File: src/rtl/lcd_pkg.sv
// Shared definitions for the LCD bus responder: FSM states, HD44780 opcode
// masks, DDRAM line geometry and lcd_control bit positions.
package lcd_pkg;

  typedef enum logic [1:0] {
    ST_INIT = 2'd0,
    ST_HI   = 2'd1,
    ST_LO   = 2'd2,
    ST_CLR  = 2'd3
  } rx_state_e;

  typedef enum logic [2:0] {
    CMD_NOP   = 3'd0,
    CMD_CLEAR = 3'd1,
    CMD_HOME  = 3'd2,
    CMD_ENTRY = 3'd3,
    CMD_DISP  = 3'd4,
    CMD_FUNC  = 3'd5,
    CMD_CGRAM = 3'd6,
    CMD_DDRAM = 3'd7
  } cmd_e;

  localparam logic [7:0] OP_CLR   = 8'h01;
  localparam logic [7:0] OP_HOME  = 8'h02;
  localparam logic [7:0] OP_ENTRY = 8'h04;
  localparam logic [7:0] OP_DISP  = 8'h08;
  localparam logic [7:0] OP_SHIFT = 8'h10;
  localparam logic [7:0] OP_FUNC  = 8'h20;
  localparam logic [7:0] OP_CGRAM = 8'h40;
  localparam logic [7:0] OP_DDRAM = 8'h80;

  localparam logic [6:0] LINE1_BASE = 7'h00;
  localparam logic [6:0] LINE2_BASE = 7'h40;
  localparam logic [6:0] LINE1_LAST = 7'h27;
  localparam logic [6:0] LINE2_LAST = 7'h67;
  localparam logic [7:0] BLANK_CHAR = 8'h20;

  localparam int CTL_E  = 0;
  localparam int CTL_RS = 1;
  localparam int CTL_RW = 2;

  // Highest set bit selects the instruction; cursor/display shift is treated as a no-op.
  function automatic cmd_e decode_cmd(input logic [7:0] b);
    cmd_e c;
    if ((b & OP_DDRAM) != 8'h00) begin
      c = CMD_DDRAM;
    end else if ((b & OP_CGRAM) != 8'h00) begin
      c = CMD_CGRAM;
    end else if ((b & OP_FUNC) != 8'h00) begin
      c = CMD_FUNC;
    end else if ((b & OP_SHIFT) != 8'h00) begin
      c = CMD_NOP;
    end else if ((b & OP_DISP) != 8'h00) begin
      c = CMD_DISP;
    end else if ((b & OP_ENTRY) != 8'h00) begin
      c = CMD_ENTRY;
    end else if ((b & OP_HOME) != 8'h00) begin
      c = CMD_HOME;
    end else if ((b & OP_CLR) != 8'h00) begin
      c = CMD_CLEAR;
    end else begin
      c = CMD_NOP;
    end
    return c;
  endfunction

endpackage

File: src/rtl/lcd_addr_step.sv
// HD44780 address counter arithmetic: 40-char line wrap for the next address,
// and mapping of a DDRAM address onto the 2xCOLS mirror.
module lcd_addr_step
  import lcd_pkg::*;
#(
  parameter int COLS  = 16,
  parameter int IDX_W = $clog2(2 * COLS)
) (
  input  logic [6:0]       addr_i,
  input  logic             inc_i,
  output logic [6:0]       next_o,
  output logic             hit_o,
  output logic [IDX_W-1:0] idx_o
);

  logic [6:0] off_s;

  // Next address with line wrap; out-of-range addresses step modulo 128.
  always_comb begin
    next_o = addr_i;
    if (inc_i) begin
      if (addr_i == LINE1_LAST) begin
        next_o = LINE2_BASE;
      end else if (addr_i == LINE2_LAST) begin
        next_o = LINE1_BASE;
      end else begin
        next_o = addr_i + 7'd1;
      end
    end else begin
      if (addr_i == LINE1_BASE) begin
        next_o = LINE2_LAST;
      end else if (addr_i == LINE2_BASE) begin
        next_o = LINE1_LAST;
      end else begin
        next_o = addr_i - 7'd1;
      end
    end
  end

  // Only the first COLS cells of each line are mirrored.
  always_comb begin
    off_s = addr_i - LINE2_BASE;
    hit_o = 1'b0;
    idx_o = '0;
    if (int'(addr_i) < COLS) begin
      hit_o = 1'b1;
      idx_o = IDX_W'(addr_i);
    end else if ((addr_i >= LINE2_BASE) && (int'(off_s) < COLS)) begin
      hit_o = 1'b1;
      idx_o = IDX_W'(COLS + int'(off_s));
    end else begin
      hit_o = 1'b0;
      idx_o = '0;
    end
  end

endmodule

File: src/rtl/lcd_rx_mirror.sv
// Responder for the 4-bit HD44780 bus: detects E falling edges, runs the
// nibble-mode init, assembles bytes, executes them and shadows DDRAM.
module lcd_rx_mirror
  import lcd_pkg::*;
#(
  parameter int COLS       = 16,
  parameter int CLR_CYCLES = 2 * COLS
) (
  input  logic       clk_in,
  input  logic       nClear,
  input  logic [3:0] lcd_dataout,
  input  logic [2:0] lcd_control,
  input  logic [4:0] rd_sel,
  output logic [7:0] rd_data,
  output logic [6:0] ddram_addr,
  output logic [2:0] disp_ctrl,
  output logic       inc_mode,
  output logic       init_done,
  output logic       busy,
  output logic [1:0] err
);

  localparam int DEPTH = 2 * COLS;
  localparam int IDX_W = $clog2(DEPTH);
  localparam int CNT_W = $clog2(CLR_CYCLES + 1);

  rx_state_e        state_q, state_d;
  logic             e_prev_q;
  logic [3:0]       hi_q, hi_d;
  logic             rs_q, rs_d;
  logic [6:0]       addr_q, addr_d;
  logic [2:0]       disp_q, disp_d;
  logic             inc_q, inc_d;
  logic             init_done_q, init_done_d;
  logic             busy_q, busy_d;
  logic [1:0]       err_q, err_d;
  logic [CNT_W-1:0] cnt_q, cnt_d;
  logic [7:0]       mirror_q [DEPTH];

  logic             strobe_s, accept_s, rs_in_s, rw_in_s;
  logic [7:0]       byte_s;
  logic             we_s;
  logic [IDX_W-1:0] widx_s;
  logic [7:0]       wdata_s;
  logic [6:0]       next_addr_s;
  logic             hit_s;
  logic [IDX_W-1:0] hit_idx_s;

  lcd_addr_step #(
    .COLS (COLS),
    .IDX_W(IDX_W)
  ) u_addr_step (
    .addr_i(addr_q),
    .inc_i (inc_q),
    .next_o(next_addr_s),
    .hit_o (hit_s),
    .idx_o (hit_idx_s)
  );

  assign rs_in_s  = lcd_control[CTL_RS];
  assign rw_in_s  = lcd_control[CTL_RW];
  assign strobe_s = e_prev_q & ~lcd_control[CTL_E];
  assign accept_s = strobe_s & ~rw_in_s & ~busy_q;
  assign byte_s   = {hi_q, lcd_dataout};

  // Strobe screening, FSM and instruction/data execution.
  always_comb begin
    state_d     = state_q;
    hi_d        = hi_q;
    rs_d        = rs_q;
    addr_d      = addr_q;
    disp_d      = disp_q;
    inc_d       = inc_q;
    init_done_d = init_done_q;
    busy_d      = busy_q;
    err_d       = err_q;
    cnt_d       = cnt_q;
    we_s        = 1'b0;
    widx_s      = '0;
    wdata_s     = BLANK_CHAR;

    if (strobe_s && rw_in_s) begin
      err_d[1] = 1'b1;
    end else if (strobe_s && busy_q) begin
      err_d[0] = 1'b1;
    end else begin
      err_d = err_q;
    end

    case (state_q)
      ST_INIT: begin
        if (accept_s && !rs_in_s && (lcd_dataout == 4'h2)) begin
          state_d     = ST_HI;
          init_done_d = 1'b1;
        end else begin
          state_d = ST_INIT;
        end
      end
      ST_HI: begin
        if (accept_s) begin
          hi_d    = lcd_dataout;
          rs_d    = rs_in_s;
          state_d = ST_LO;
        end else begin
          state_d = ST_HI;
        end
      end
      ST_LO: begin
        if (accept_s) begin
          state_d = ST_HI;
          if (rs_q) begin
            we_s    = hit_s;
            widx_s  = hit_idx_s;
            wdata_s = byte_s;
            addr_d  = next_addr_s;
          end else begin
            case (decode_cmd(byte_s))
              CMD_DDRAM: addr_d = byte_s[6:0];
              CMD_DISP:  disp_d = byte_s[2:0];
              CMD_ENTRY: inc_d  = byte_s[1];
              CMD_HOME:  addr_d = LINE1_BASE;
              CMD_CLEAR: begin
                addr_d  = LINE1_BASE;
                inc_d   = 1'b1;
                busy_d  = 1'b1;
                cnt_d   = '0;
                state_d = ST_CLR;
              end
              default:   addr_d = addr_q;
            endcase
          end
        end else begin
          state_d = ST_LO;
        end
      end
      ST_CLR: begin
        // Fill one cell per cycle; cycles beyond the mirror depth just wait.
        we_s   = (int'(cnt_q) < DEPTH);
        widx_s = IDX_W'(cnt_q);
        cnt_d  = cnt_q + CNT_W'(1);
        if (cnt_q == CNT_W'(CLR_CYCLES - 1)) begin
          busy_d  = 1'b0;
          cnt_d   = '0;
          state_d = ST_HI;
        end else begin
          busy_d = 1'b1;
        end
      end
      default: state_d = ST_INIT;
    endcase
  end

  // Control and status registers.
  always_ff @(posedge clk_in) begin
    if (!nClear) begin
      state_q     <= ST_INIT;
      e_prev_q    <= 1'b0;
      hi_q        <= 4'h0;
      rs_q        <= 1'b0;
      addr_q      <= 7'h00;
      disp_q      <= 3'b000;
      inc_q       <= 1'b1;
      init_done_q <= 1'b0;
      busy_q      <= 1'b0;
      err_q       <= 2'b00;
      cnt_q       <= '0;
    end else begin
      state_q     <= state_d;
      e_prev_q    <= lcd_control[CTL_E];
      hi_q        <= hi_d;
      rs_q        <= rs_d;
      addr_q      <= addr_d;
      disp_q      <= disp_d;
      inc_q       <= inc_d;
      init_done_q <= init_done_d;
      busy_q      <= busy_d;
      err_q       <= err_d;
      cnt_q       <= cnt_d;
    end
  end

  // DDRAM mirror storage.
  always_ff @(posedge clk_in) begin
    if (!nClear) begin
      for (int i = 0; i < DEPTH; i++) begin
        mirror_q[i] <= BLANK_CHAR;
      end
    end else if (we_s) begin
      mirror_q[widx_s] <= wdata_s;
    end else begin
      mirror_q[widx_s] <= mirror_q[widx_s];
    end
  end

  // Combinational read-back port.
  always_comb begin
    rd_data = BLANK_CHAR;
    if (int'(rd_sel) < DEPTH) begin
      rd_data = mirror_q[IDX_W'(rd_sel)];
    end else begin
      rd_data = BLANK_CHAR;
    end
  end

  assign ddram_addr = addr_q;
  assign disp_ctrl  = disp_q;
  assign inc_mode   = inc_q;
  assign init_done  = init_done_q;
  assign busy       = busy_q;
  assign err        = err_q;

endmodule

File: config.mk
export PLATFORM = sky130hd
export DESIGN_NAME = lcd_rx_mirror
export DESIGN_NICKNAME = d
export VERILOG_FILES = /design/src/rtl/lcd_pkg.sv /design/src/rtl/lcd_addr_step.sv /design/src/rtl/lcd_rx_mirror.sv
export SDC_FILE = /design/constraint.sdc
export NUM_CORES = 1
export LEC_CHECK = 0
export ABC_AREA = 0
export CAP_MARGIN = 20
export CORE_ASPECT_RATIO = 0.9
export CORE_MARGIN = 2
export CORE_UTILIZATION = 55
export CTS_BUF_LIST = sky130_fd_sc_hd__clkbuf_8
export DETAILED_ROUTE_END_ITERATION = 10
export PLACE_DENSITY = 0.86
export SLEW_MARGIN = 25
export SYNTH_ARGS = -nofsm -noshare
export SYNTH_HDL_FRONTEND = slang
export SYNTH_SLANG_ARGS = --single-unit
File: constraint.sdc
create_clock -name clk_in -period 2.5 [get_ports clk_in]
set_clock_uncertainty 0.1 [all_clocks]
set_input_delay 0.375 -clock clk_in [delete_from_list [all_inputs] [get_ports clk_in]]
set_output_delay 0.375 -clock clk_in [all_outputs]
set_load 0.02 [all_outputs]
After elaboration in Yosys (flattened, before gate mapping)
Memory sizes are Yosys's and may differ from the RTL's. Index checks and enable logic that the tools add are counted.

Memory bits (writable): 256. Bits in registers: 29. Memories kept: 1. Output and inout bits: 23.

Muxes and demuxes: 60. Bitwise operators: 9. Equality and inequality tests: 18. Add/sub/neg operators: 5. Reduce and logical (&&, ||, !) cells: 21. Magnitude comparators: 4.

Memories: mirror_q (words 32, width 8, read ports 1, clocked after Yosys merged registers in 0, write ports 32, line lcd_rx_mirror.sv:38) `logic [7:0] mirror_q [DEPTH];`.

Operators with widths (count): two-way mux 7 bit (6); two-way mux 8 bit (5); two-way mux 5 bit (5); two-way mux 3 bit (8); two-way mux 6 bit (4); two-way mux 1 bit (18); equality test 7 bit (second input constant) (2); < comparator 7 x 5 -> 1 bit (second input constant) (2); two-way mux 2 bit (7); one-hot mux 7 bit (2 select lines) (1); one-hot mux 6 bit (2 select lines) (1); AND reduction 4 bit (3); one-hot mux 5 bit (2 select lines) (1); one-hot mux 2 bit (4 select lines) (1); AND reduction 2 bit (4); OR reduction 8 bit (1); adder 7 x 1 -> 7 bit (second input constant) (1); equality test 7 x 6 -> 1 bit (second input constant) (1); >= comparator 7 bit (second input constant) (1); zero test 7 bit (1); subtractor 7 x 1 -> 7 bit (second input constant) (1); subtractor 7 bit (second input constant) (1); adder 6 x 1 -> 6 bit (second input constant) (1); equality test 3 x 2 -> 1 bit (second input constant) (2); 22 further kinds (39).

Logic depth before layout (Yosys ltp)
Gate-level depths: netlist of run 1.

Depth after elaboration: 16. Mapped depth: 8. Depth with buffers taken out: 7.

Cells and area by module
A second synthesis of run 1 with hierarchy kept.

Cells, all modules: 1133. Area total of the unflattened synthesis: 14029.7 µm².

By module, submodules not included: lcd_rx_mirror (area an instance 13630.6 µm², cells an instance 1073, instances 1); lcd_addr_step (area an instance 399.1 µm², cells an instance 60, instances 1).

Worst setup path before layout of run 1
No wires, ideal clock.

Kind: flip-flop to flip-flop. Start point: reg addr_q[0] (netlist: ddram_addr[0]). End point: mem mirror_q[25][0] (enable). Data required time: 2.071 ns. Arrival: 2.363 ns. Clock period less this slack: 2.792 ns. Cell stages (with the launch flop): 8. Slack: -0.292 ns. Buffers on the path: 2. Path through: dfxtp_1 > buf_2 > or3b_2 > o31a_1 > a21oi_4 > buf_6 > nand4_2 > nand2_1.

RTL lines: from (decl) (line lcd_rx_mirror.sv:31) `logic [6:0] addr_q, addr_d;`; from (signal assigned) (line lcd_rx_mirror.sv:172) `addr_q <= addr_d;`; to (decl) (line lcd_rx_mirror.sv:38).

Worst setup path in the final report of run 1
Start point: mem mirror_q[15][5]. End point: out rd_data[5].

Cells in the longest elaborated chain, start to end: 1.

RTL lines: memory (32 x 8 bit); to (decl) (line lcd_rx_mirror.sv:14) `output logic [7:0] rd_data,`.

No other way between the ends.

==> results of run 1 <==
-- power by group --
part           switching [W]  internal, W
registers          0.0000755      0.00538
logic               0.000381     0.000351
clock network        0.00185      0.00182
total                0.00231      0.00755
-- stage by stage --
step	instances	utilization [%]	worst slack (ps)	area, µm²
6_report	1519	69.5	-472	16800
5_1_grt	1519	69.5	-486	16800
4_1_cts	1506	67.6	-452	16300
3_5_place_dp	1422	64.0	-642	15500
3_3_place_gp	1422	64.0	-595	15500
2_1_floorplan	1022	-	-79.8	13800
-- registers in the layout, indices dropped and copies added (netlist names), named ones only --
name	flops
mirror_q	256
ddram_addr	7
cnt_q	6
hi_q	4
disp_ctrl	3
err	2
busy	1
e_prev_q	1
inc_mode	1
init_done	1
rs_q	1
state_q	1
-- tightest hold or removal path: cells and delay by family, from the launching register on --
kind | cells | cell delay, ps
AO/OA/AOI/OAI | 1 | 60
AND/OR/NAND/NOR | 1 | 40
flip-flops | 1 | 310
-- final cells by class --
type | instances | share of cell area (%)
clock buffer | 46 | 3.77
clock inverter | 35 | 1.06
inverter | 3 | 0.0670
multi-input combinational | 651 | 32.0
sequential | 285 | 49.2
tap | 308 | 2.29
timing repair buffer | 191 | 11.6
-- cell usage after synthesis (14+ instances only) --
cell type	n	area [µm²]
edfxtp_1	256	7690
nor2_1	245	920
mux4_2	72	1620
nand2_1	66	248
clkbuf_1	59	221
dfxtp_1	29	581
nand4_1	24	150
mux2i_1	23	230
nand2b_1	23	144
nand3_1	20	100
o21ai_0	15	75.1
a21oi_1	14	70.1
buf_2	14	70.1
-- cells by family (layout without fill, tap and decap cells) --
| kind of cell | count (synthesis) | after routing |
|---|---|---|
| muxes | 95 | 95 |
| adders and majority gates | 3 | 3 |
| xor gates and xnor gates | 5 | 5 |
| DFF | 285 | 285 |
| buffers and inverters | 86 | 275 |
| AOI/OAI and AO/OA | 92 | 92 |
| and+or+nand+nor | 456 | 456 |
-- worst paths after layout --
check                       start              end  slack, ps  cells after the start
setup / recovery  mirror_q[15][5]       rd_data[5]       -470                      4
hold / removal       disp_ctrl[2]     disp_ctrl[2]        360                      2
setup reg to reg             busy  mirror_q[26][5]        -60                      8
hold reg to reg      disp_ctrl[2]     disp_ctrl[2]        360                      2
-- routing by layer --
metal	vias to the layer above	routed length [µm]	part of all wire (%)	track usage, %
met1	4701	13000	36	36.5
li1	4147	-	-	-
met3	119	3480	9.7	4.47
met5	-	0	0	0
met4	0	1490	4.1	9.32
met2	648	18000	50	44.7
-- what timing repair did --
item	CTS	global route
setup buffers	3	12
gates cloned	0	1
gates resized for setup	48	74
setup endpoints to repair	80	365
pin swaps	12	27
==> reports/results.tsv, run 1 <==
metric	value	unit
status	finished with violations	
violations	setup timing	
cts_tree	built	
worstPathArrival	2500	ps
die_area	25800	µm²
whs	361	ps
slew_headroom	49.2	%
grt_max_degree	42	
synthDistinctLibCells	63	
antenna_found_initial	0	
fin_nets	1194	
post-route-period-util	119	%
place_congestion	0.910	
synthArstFlopShare	0	%
die_w	169	µm
cap_violations	0	
synth-seq-area-share	61.3	%
mappedNetlistArea	13500	µm²
path_clk_slew	70	ps
grt_pass1_vias	9571	
setup_tns	-4630	ps
grt_first_pass_wirelength	53.4	mm
rsz0062_at_grt	true	
drt_iter0_drc	1327	
slew_violations	0	
placement_rows	54	
slowest_delay	540	ps
clockBufferDepth	3	
ys_warn_count	0	
ant_nets	0	
power_leakage	5.56	nW
p_total	0.00986	W
synth_edf_count	256	
synth_top_family_by_area	simple AND/OR/NAND/NOR gates	
regArea	8270	µm²
synthAdderAreaFrac	0.279	%
synth-xor-area-share	0.325	%
viasPerCell	6.33	
num_antenna_cells	0	
area_growth	24.7	%
final_cell_mix	edfxtp_1, nor2_1, buf_4	
ir_drop	0.000322	V
initial_core_util	55.7	%
dp_hpwl	22.0	mm
drc	0	
h-tree-depth	2	
core	24200	µm²
synthMuxAreaShare	13.7	%
setup_violations	61	
worst_pin_slew	761	ps
ios	37	
synth.avg_cell_area	13.2	µm²
yosys.area_share.simple	16.4	%
crit_path_end_kind	primary output	
nFillCells	1459	
worstPathCellList	mux4_2, mux4_2, o21a_1, buf_2	
grt_overflow	0	
cpMaxStageDelayCell	mux4_2	
ys_ff_latch	285	
synth_cells	1022	
crit_required	2030	ps
track_usage	26.9	%
ys.flop_type	edfxtp_1	
synth_compound_area_share	5.17	%
cpMostUsedCell	mux4_2	
drt-total-wl	36.0	mm
die_h	153	µm
synth_nets	1039	
crit_family	multiplexers	
root_buffer	clkbuf_8	
hold_class	reg -> reg	
cp_max_fo	1	
vias	9615	
port_buffers	36	
crit_type	reg -> out	
numClockSinks	285	
final_common_cell	edfxtp_1	
multi_input_area	5380	µm²
fin_ws	-472	ps
hold_viol	0	
first_pass_iters	6	
layout-drive-gt1-share	33.1	%
fin_crit	2970	ps
powerDensity	587	nW/µm²
routedWlPerCell	23.7	µm
numCtsBuffers	45	
clock.fmax	336	MHz
clk_latency	560	ps
cts_hold_buf	0	
path_buf_inv	1	
cp-start-kind	flop	
Power figures use the tool's default switching activity.
==> run 2: changes to the inputs <==
--- a/config.mk
+++ b/config.mk
@@ -8,11 +8,11 @@
 export ABC_AREA = 0
 export CAP_MARGIN = 20
 export CORE_ASPECT_RATIO = 0.9
-export CORE_MARGIN = 2
+export CORE_MARGIN = 3
 export CORE_UTILIZATION = 55
 export CTS_BUF_LIST = sky130_fd_sc_hd__clkbuf_8
 export DETAILED_ROUTE_END_ITERATION = 10
-export PLACE_DENSITY = 0.86
+export PLACE_DENSITY = 0.75
 export SLEW_MARGIN = 25
 export SYNTH_ARGS = -nofsm -noshare
 export SYNTH_HDL_FRONTEND = slang
==> run 2 against run 1 <==
Final area decreased by 3.0%. Worst setup slack better by 120 ps. Routed wire length is 10% lower. Critical endpoint is now rd_data[6]. Die area up 2.5%. The flow still finishes with violations (setup timing). Clock power barely moved. Count of clock-buffer cells in the layout is 1 higher. Sequential power is essentially flat.
==> reports/results.tsv, run 2 (synthesis results as in run 1) <==
metric	value	unit	change
nFillCells	1610		was 1459
die_area	26400	µm²	was 25800 µm²
crit_type	reg -> out		unchanged
viasPerCell	6.06		was 6.33
violations	setup timing		unchanged
h-tree-depth	2		unchanged
ios	37		unchanged
dp_hpwl	22.6	mm	was 22.0 mm
dpl.cell_count	1406		was 1422
grt_first_pass_wirelength	50.8	mm	was 53.4 mm
first_pass_iters	5		was 6
pre_cts_ws	-588	ps	was -642 ps
fin_nets	1169		was 1194
crit_required	2030	ps	about the same
area_growth	20.9	%	was 24.7%
crit_path_end_kind	primary output		unchanged
final_common_cell	edfxtp_1		unchanged
multi_input_area	5120	µm²	was 5380 µm²
power_leakage	5.47	nW	was 5.56 nW
routedWlPerCell	21.6	µm	was 23.7 µm
status	finished with violations		unchanged
worst_pin_slew	487	ps	was 761 ps
num_antenna_cells	0		unchanged
layout-drive-gt1-share	29.7	%	was 33.1%
vias	9018		was 9615
grt_pass1_vias	9139		was 9571
setup_violations	8		was 61
slew_violations	0		unchanged
grt_overflow	0		unchanged
port_buffers	36		unchanged
clk_latency	560	ps	about the same
cap_violations	0		unchanged
p_total	0.00983	W	was 0.00986 W
hold_viol	0		unchanged
worstPathArrival	2380	ps	was 2500 ps
rsz0062_at_grt	true		unchanged
placement_rows	53		was 54
fin_util	68.6	%	was 69.5%
numCtsBuffers	46		was 45
post-route-period-util	114	%	was 119%
cp_max_fo	1		unchanged
drt-total-wl	32.2	mm	was 36.0 mm
die_h	155	µm	was 153 µm
drt_iter0_drc	972		was 1327
setup_tns	-2450	ps	was -4630 ps
stdcell_count	1489		was 1519
track_usage	25.0	%	was 26.9%
drc	0		unchanged
hold_class	in -> reg		was reg -> reg
clockBufferDepth	3		unchanged
initial_core_util	56.8	%	was 55.7%
antenna_found_initial	0		unchanged
cts_hold_buf	0		unchanged
cts_tree	built		unchanged
cp-start-kind	flop		unchanged
core	23700	µm²	was 24200 µm²
postCtsSetupBuffers	0		was 3
ir_drop	0.000370	V	was 0.000322 V
largest_reg_flops	256		unchanged
regArea	8270	µm²	about the same
path_clk_slew	60	ps	was 70 ps
final_cell_mix	edfxtp_1, nor2_1, buf_4		unchanged
place_congestion	0.853		was 0.910
fin_ws	-355	ps	was -472 ps
powerDensity	603	nW/µm²	was 587 nW/µm²
ant_nets	0		unchanged
top_register	mirror_q		unchanged
clock.fmax	350	MHz	was 336 MHz
fin_crit	2860	ps	was 2970 ps
grt_max_degree	33		was 42
numClockSinks	285		unchanged
slew_headroom	67.5	%	was 49.2%
root_buffer	clkbuf_8		unchanged
die_w	171	µm	was 169 µm
==> run 2: through the flow <==
stage,hold WS (ps),area (µm²)
floorplan,380,13800
global placement,349,15400
detailed placement,356,15400
CTS,168,16200
global route,89.9,16300
finish,101,16300
==> run 2: area by class of cell <==
type                       instances  area share (%)
inverter                           3          0.0691
clock inverter                    36            1.11
sequential                       285            50.8
timing repair buffer             165            10.3
multi-input combinational        651            31.4
tap                              302            2.32
clock buffer                      47            3.97
==> run 2: repair_timing <==
item / 4_1_cts / 5_1_grt
pin swaps: 1 / 11
endpoints found under the setup margin: 32 / 211
resized for setup: 40 / 23
==> run 2: worst paths after layout <==
path                        start  slack, ps         endpoint  cells past startpoint
setup / recovery  mirror_q[15][6]       -360       rd_data[6]                      4
hold / removal     lcd_control[0]        100         e_prev_q                      2
setup reg to reg             busy         50  mirror_q[17][7]                      6
hold reg to reg      disp_ctrl[1]        360     disp_ctrl[1]                      2
==> run 2: layer usage <==
metal	GRT usage, %	vias up	part of all wire (%)
met5	0	-	0
met4	7.36	0	2.4
met3	4.47	55	7.9
met2	40.5	414	49
met1	35.2	4459	41
li1	-	4090	-
==> run 2: where the power goes <==
| group | total (W) | switching [W] | leakage (nW) | internal (W) |
|---|---|---|---|---|
| clock | 0.00366 | 0.00180 | 0.490 | 0.00186 |
| combinational | 0.000715 | 0.000366 | 2.29 | 0.000349 |
| sequential | 0.00545 | 0.0000732 | 2.69 | 0.00538 |
| total | 0.00983 | 0.00224 | 5.47 | 0.00759 |
==> run 2: critical path, cell delays in order (launching register included) <==
cell      delay, ps
edfxtp_1        400
mux4_2          500
mux4_2          550
o21a_1          240
buf_6           140
==> run 3: changes to the inputs <==
--- a/config.mk
+++ b/config.mk
@@ -6,6 +6,7 @@
 export NUM_CORES = 1
 export LEC_CHECK = 0
 export ABC_AREA = 0
+export ABC_CLOCK_PERIOD_IN_PS = 2500
 export CAP_MARGIN = 20
 export CORE_ASPECT_RATIO = 0.9
 export CORE_MARGIN = 3
==> results of run 3 <==
The final DEF is identical to that of run 2; final timing and power are the same.
